==> src/rtl/match_lock_fsm.sv <==
// Match/lockout controller fed by the equality comparator's eq output.
// Counts consecutive matching samples to open a timed unlock window; repeated mismatches trigger a timed lockout.
module match_lock_fsm #(
  parameter int MATCHES_NEEDED = 3,
  parameter int MAX_FAILS      = 3,
  parameter int UNLOCK_CYCLES  = 8,
  parameter int LOCKOUT_CYCLES = 16
) (
  input  logic       clk,
  input  logic       rst_n,
  input  logic       sample,
  input  logic       eq,
  input  logic       clear,
  output logic       ready,
  output logic       unlocked,
  output logic       alarm,
  output logic [2:0] match_cnt,
  output logic [1:0] fail_cnt
);

  localparam logic [1:0] COLLECT = 2'd0;
  localparam logic [1:0] OPEN    = 2'd1;
  localparam logic [1:0] LOCKOUT = 2'd2;

  localparam logic [2:0] MATCH_LIMIT  = 3'(MATCHES_NEEDED);
  localparam logic [1:0] FAIL_LIMIT   = 2'(MAX_FAILS);
  localparam logic [7:0] UNLOCK_LOAD  = 8'(UNLOCK_CYCLES);
  localparam logic [7:0] LOCKOUT_LOAD = 8'(LOCKOUT_CYCLES);

  logic [1:0] state, state_nxt;
  logic [7:0] timer, timer_nxt;
  logic [2:0] match_nxt, match_inc;
  logic [1:0] fail_nxt, fail_inc;

  assign match_inc = match_cnt + 3'd1;
  assign fail_inc  = fail_cnt + 2'd1;

  always_comb begin
    state_nxt = state;
    timer_nxt = timer;
    match_nxt = match_cnt;
    fail_nxt  = fail_cnt;
    case (state)
      COLLECT: begin
        if (clear) begin
          match_nxt = 3'd0;
          fail_nxt  = 2'd0;
        end else if (sample) begin
          if (eq) begin
            if (match_inc == MATCH_LIMIT) begin
              state_nxt = OPEN;
              match_nxt = 3'd0;
              fail_nxt  = 2'd0;
              timer_nxt = UNLOCK_LOAD;
            end else begin
              match_nxt = match_inc;
            end
          end else begin
            match_nxt = 3'd0;
            if (fail_inc == FAIL_LIMIT) begin
              state_nxt = LOCKOUT;
              fail_nxt  = 2'd0;
              timer_nxt = LOCKOUT_LOAD;
            end else begin
              fail_nxt = fail_inc;
            end
          end
        end
      end
      OPEN: begin
        // A zero timer is treated as expired so the window can never stick open.
        if (clear || timer <= 8'd1) begin
          state_nxt = COLLECT;
          timer_nxt = 8'd0;
        end else begin
          timer_nxt = timer - 8'd1;
        end
      end
      LOCKOUT: begin
        if (timer <= 8'd1) begin
          state_nxt = COLLECT;
          timer_nxt = 8'd0;
        end else begin
          timer_nxt = timer - 8'd1;
        end
      end
      default: begin
        state_nxt = COLLECT;
        timer_nxt = 8'd0;
        match_nxt = 3'd0;
        fail_nxt  = 2'd0;
      end
    endcase
  end

  always_ff @(posedge clk or negedge rst_n) begin
    if (!rst_n) begin
      state     <= COLLECT;
      timer     <= 8'd0;
      match_cnt <= 3'd0;
      fail_cnt  <= 2'd0;
    end else begin
      state     <= state_nxt;
      timer     <= timer_nxt;
      match_cnt <= match_nxt;
      fail_cnt  <= fail_nxt;
    end
  end

  assign ready    = (state == COLLECT);
  assign unlocked = (state == OPEN);
  assign alarm    = (state == LOCKOUT);

endmodule

==> config.mk <==
export PLATFORM = sky130hd
export DESIGN_NAME = match_lock_fsm
export DESIGN_NICKNAME = d
export VERILOG_FILES = /design/src/rtl/match_lock_fsm.sv
export SDC_FILE = /design/constraint.sdc
export NUM_CORES = 1
export LEC_CHECK = 0
export CAP_MARGIN = 20
export CORE_UTILIZATION = 53
export DETAILED_ROUTE_END_ITERATION = 7
export HOLD_SLACK_MARGIN = 0.05
export PLACE_DENSITY = 0.77
export SETUP_SLACK_MARGIN = 0.2
export SLEW_MARGIN = 20
export SYNTH_ARGS = -nofsm -noshare
export SYNTH_HDL_FRONTEND = slang
export SYNTH_SLANG_ARGS = --single-unit
==> constraint.sdc <==
create_clock -name clk -period 2.2 [get_ports clk]
set_input_delay 0.44 -clock clk [delete_from_list [all_inputs] [get_ports clk]]
set_output_delay 0.44 -clock clk [all_outputs]
set_load 0.1 [all_outputs]
After elaboration in Yosys (flattened, before gate mapping)
Cells that the tools add are included.

Equality and inequality tests: 12. Muxes and demuxes: 27. Magnitude comparators: 1. Add/sub/neg operators: 3. Bitwise gates (word level): 1. Reductions and logical operators: 7.

Operator list (number): 2-to-1 mux 8 bit (7); 2-to-1 mux 2 bit (12); one-hot mux 8 bit (3 select lines) (1); 2-to-1 mux 3 bit (4); <= comparator 8 x 1 -> 1 bit, second input constant (1); subtractor 8 x 1 -> 8 bit, second input constant (1); inequality test 3 x 2 -> 1 bit, second input constant (2); one-hot mux 2 bit (3 select lines) (1); one-hot mux 3 bit (2 select lines) (1); AND reduction 6 bit (1); == test 2 bit, second input constant (2); inequality test 2 x 1 -> 1 bit, second input constant (2); inequality test 2 bit, second input constant (2); inequality test 4 x 3 -> 1 bit, second input constant (1); one-hot mux 2 bit (2 select lines) (1); AND reduction 4 bit (1); adder 3 x 1 -> 3 bit, second input constant (1); == test 3 x 2 -> 1 bit, second input constant (1); inequality test 3 bit, second input constant (1); AND reduction 3 bit (1); adder 2 x 1 -> 2 bit, second input constant (1); == test 2 x 1 -> 1 bit, second input constant (1); zero test 2 bit (1); AND reduction 2 bit (1); other kinds (3) (3).

Bits in registers: 15. Bits of input ports: 5. Word-level logic and storage cells: 55.

Longest topological paths before layout
Gate-level depths: netlist of the first run.

Depth in word-level cells: 7. Mapped depth: 8.

Least setup slack after synthesis of the first run
No wires, ideal clock.

Path kind: register to register. Start: register state[0]. End: register match_cnt[2]. Arrival time: 2.367 ns. Library setup time: 0.123 ns. Buffers on the path: 0. Stages on the path, launching flop included: 8. Period minus slack after synthesis: 2.490 ns. Path slack: -0.290 ns. Cells stage by stage: dfrtp_1 inv_1 ha_1 nand2b_1 o21bai_1 or3b_2 o21ai_0 a32o_1.

Elaborated cells between the ends (all ways): 8. Those cells by class: 3 x eq/ne; 1 x mux; 1 x bitwise; 3 x reduce/logical.

RTL lines: from (decl) (line 30) `logic [1:0] state, state_nxt;`; from (signal assigned) (line 103) `state <= state_nxt;`; zero test 2 bit (*); named net ready (line 14) `output logic ready,`; inequality test 3 bit (no source line); AND reduction 2 bit (no source line); to (signal assigned) (line 105) `match_cnt <= match_nxt;`; to (decl) (line 17) `output logic [2:0] match_cnt,`.

The timed path passes the listed nets; every way through them passes the cells marked *. A chain may end at the register's enable or synchronous reset.

Worst setup path after layout of the first run
Start: register match_cnt[1]. End: register timer[6].

Longest elaborated chain between the ends: 4.

Ends and longest elaborated chain: adder 3 x 1 -> 3 bit (line 35) `assign match_inc = match_cnt + 3'd1;`; == test 3 x 2 -> 1 bit (line 50) `if (match_inc == MATCH_LIMIT) begin`; inequality test 3 x 2 -> 1 bit (no source line); AND reduction 4 bit (no source line); to (signal assigned) (line 104) `timer <= timer_nxt;`; to (decl) (line 31) `logic [7:0] timer, timer_nxt;`.

No other way between the ends.

==> reports/results.tsv, run 1 <==
metric	value	unit
Syn-to-layout area delta	31.6	%
delay-heaviest family, CP	compound AO/OA/AOI/OAI gates	
vias	905	
critical path type	reg2reg	
RePlAce Congestion	0.841	
post-route antenna net violation count	0	
I/O pin cnt	13	
Setup Skew	0.00356	ns
Clock Tree Buf Depth	2	
TritonRoute pass-1 iters	4	
Crit. Startpoint	match_cnt[1]	
fmax	0.528	GHz
Critical Path Max Stage Delay	0.51	ns
FF-to-FF path depth	6	
Final Hold Fails	0	
Fill cells	136	
Clk pin slew, worst setup/hold paths	0.09	ns
initial DRC count	22	
Critical Path RT	2.38	ns
die width	45.0	µm
GRT Overall Usage	23.1	%
Nets	139	
DIE AREA	0.00203	mm²
Post-synth top flop	dfrtp_1	
wire per inst	14.5	µm
ant diodes	0	
hold wc startpoint	fail_cnt[1]	
worst-path fanout max	5	
WHS Endpoint	fail_cnt[1]	
Cells on Worst Hold Path	1	
top cells by area, synth	dfrtp_1, ha_1, o21ai_0	
max-slew violation count	0	
HP Class	reg2reg	
Die Ht	45.0	µm
buffer and inverter count on the worst path	0	
post-synth cell types	33	
Sink Count	15	
IO buf count	12	
GR Overflow Total	0	
Final period util	86.1	%
Rows	15	
post-synthesis cell count	107	
Hold Buf Count CTS	0	
Synth area leader	dfrtp_1	
WL final	2180	µm
CP cell instances	ha_4, xnor2_2, a31oi_1, o21a_1, or3_4, o41ai_2	
Post-DP HPWL	1560	µm
worst reg2reg endpoint	timer[6]	
Final Cell Area	0.00129	mm²
Async SR Flop Fraction	100	%
CP max-delay cell	dfrtp_4	
syn_nets	120	
reg2reg start	match_cnt[1]	
total setup buffers inserted after CTS	0	
register area	388	µm²
Worst Path Arrival	2.08	ns
H-tree depth	1	
initial core utilization	56.8	%
CP startpoint kind	flop	
register bit total from synthesis	15	
Post-synth EDFFs	0	
status	complete, no violations	
Rel. slew slack	54.2	%
Vias/cell	6.03	
syn_area_per_cell	9.17	µm²
Setup TNS	0	ns
Yosys Warn Count	0	
largest net degree at the start of global routing	16	
Synth top area share	38.3	%
max_cap viols	0	
initial antenna violation count	0	
share of cells above drive strength 1	31.2	%
Netlist Area Pre-Place	981	µm²
first-pass GRT wire length	3420	µm
R2R setup slack	0.31	ns
CTS tree	built	
Slew @ Worst Pin	0.685	ns
CP Capture Type	flop	
Finish-stage setup viols	0	
worst skew pair latency	0.27	ns
drt drc	0	
core area	0.00173	mm²
multi-input logic area	644	µm²
Post-DP Area	0.00120	mm²
CTS root buffer	clkbuf_4	
vias in the first global route	824	
register area share after synthesis	38.3	%
number of buffers created by CTS	3	
Final min period	1.89	ns
RSZ-0062 raised after global routing	no	
placed cells by master, fill, tap and decap left out, types with 3 or more instances in the layout:
cell type,Yosys,routed
buf_4,1,10
dfrtp_1,15,9
o21ai_0,9,8
nor2_1,9,8
inv_1,7,7
nand2_1,7,7
nor3_1,7,7
nand2b_1,4,4
a31oi_1,4,4
o21ai_1,3,4
ha_1,8,4
dfrtp_2,0,4
clkdlybuf4s50_1,0,4
o31ai_1,5,3
ha_2,0,3
clkbuf_4,0,3
buf_12,0,3
stage by stage:
step	std cells	util [%]	worst slack, ns	hold slack [ns]
after floorplan	107	-	0.0816	0.144
after global placement	145	69.4	0.0839	0.495
after detailed placement	145	69.4	0.0419	0.502
after CTS	149	71.6	0.242	0.518
after global routing	150	74.8	0.201	0.528
final	150	74.8	0.305	0.527
flip-flops by register name (all words and copies together) (netlist names):
name and cells:
timer 8, match_cnt 3, fail_cnt 2, state 2
cells by family after synthesis:
family | count (synthesis) | synth area share [%]
and+or+nand+nor | 39 | 21.4
AOI/OAI and AO/OA | 33 | 23.9
DFF | 15 | 38.3
buffers and inverters | 11 | 5.36
adders and majority gates | 8 | 10.2
xor gates and xnor gates | 1 | 0.893
worst max path at each step:
stage                     depth (start not counted)  endpoint  slack, ns
final                                             6  timer[6]       0.31
after detailed placement                          6  timer[6]       0.04
after floorplan                                   8  timer[3]       0.08
after global routing                              5  timer[7]       0.20
after global placement                            6  timer[6]       0.08
after CTS                                         6  timer[6]       0.24
synth_stat cells, drive strengths merged (2+ instances only):
cell and count:
a211oi 2, a31oi 4, buf 2, clkbuf 2, dfrtp 15, ha 8, inv 7, nand2 7
nand2b 4, nand3 2, nor2 9, nor3 7, nor3b 2, o21a 2, o21ai 12, o2bb2ai 2
o31ai 5, o41ai 2, or3 4
layout make-up:
class                   instances  share of cell area, %
repair buffers                 17                   13.6
well taps                      25                   2.42
clock buffers                   4                   2.03
inverters                       7                   2.03
multi-input cells              82                   49.9
flip-flops and latches         15                   30.0
timing repair:
item                       CTS  global route
gates resized for setup      1            11
pin swaps                    0             2
cloned                       0             1
setup endpoints to repair    7             4
routing by layer:
layer	track usage (%)	vias to the layer above	wire length (µm)
met5	0	-	0
met2	39.4	32	1110
met4	10.3	0	13
met1	28.4	433	947
li1	-	438	-
met3	4.00	2	106
Power of run 1 is not shown: default switching activity piles up to over one toggle a cycle in this logic, so the estimate is an artifact.
==> run 2, diff against run 1 <==
--- a/config.mk
+++ b/config.mk
@@ -7,11 +7,12 @@
 export LEC_CHECK = 0
 export CAP_MARGIN = 20
 export CORE_UTILIZATION = 53
+export CTS_CLUSTER_SIZE = 12
 export DETAILED_ROUTE_END_ITERATION = 7
 export HOLD_SLACK_MARGIN = 0.05
 export PLACE_DENSITY = 0.77
 export SETUP_SLACK_MARGIN = 0.2
-export SLEW_MARGIN = 20
+export SLEW_MARGIN = 25
 export SYNTH_ARGS = -nofsm -noshare
 export SYNTH_HDL_FRONTEND = slang
 export SYNTH_SLANG_ARGS = --single-unit
==> results of run 2 <==
Final layout, timing and power as in run 1 (identical DEF).
Power of run 2 is left out for the same reason.
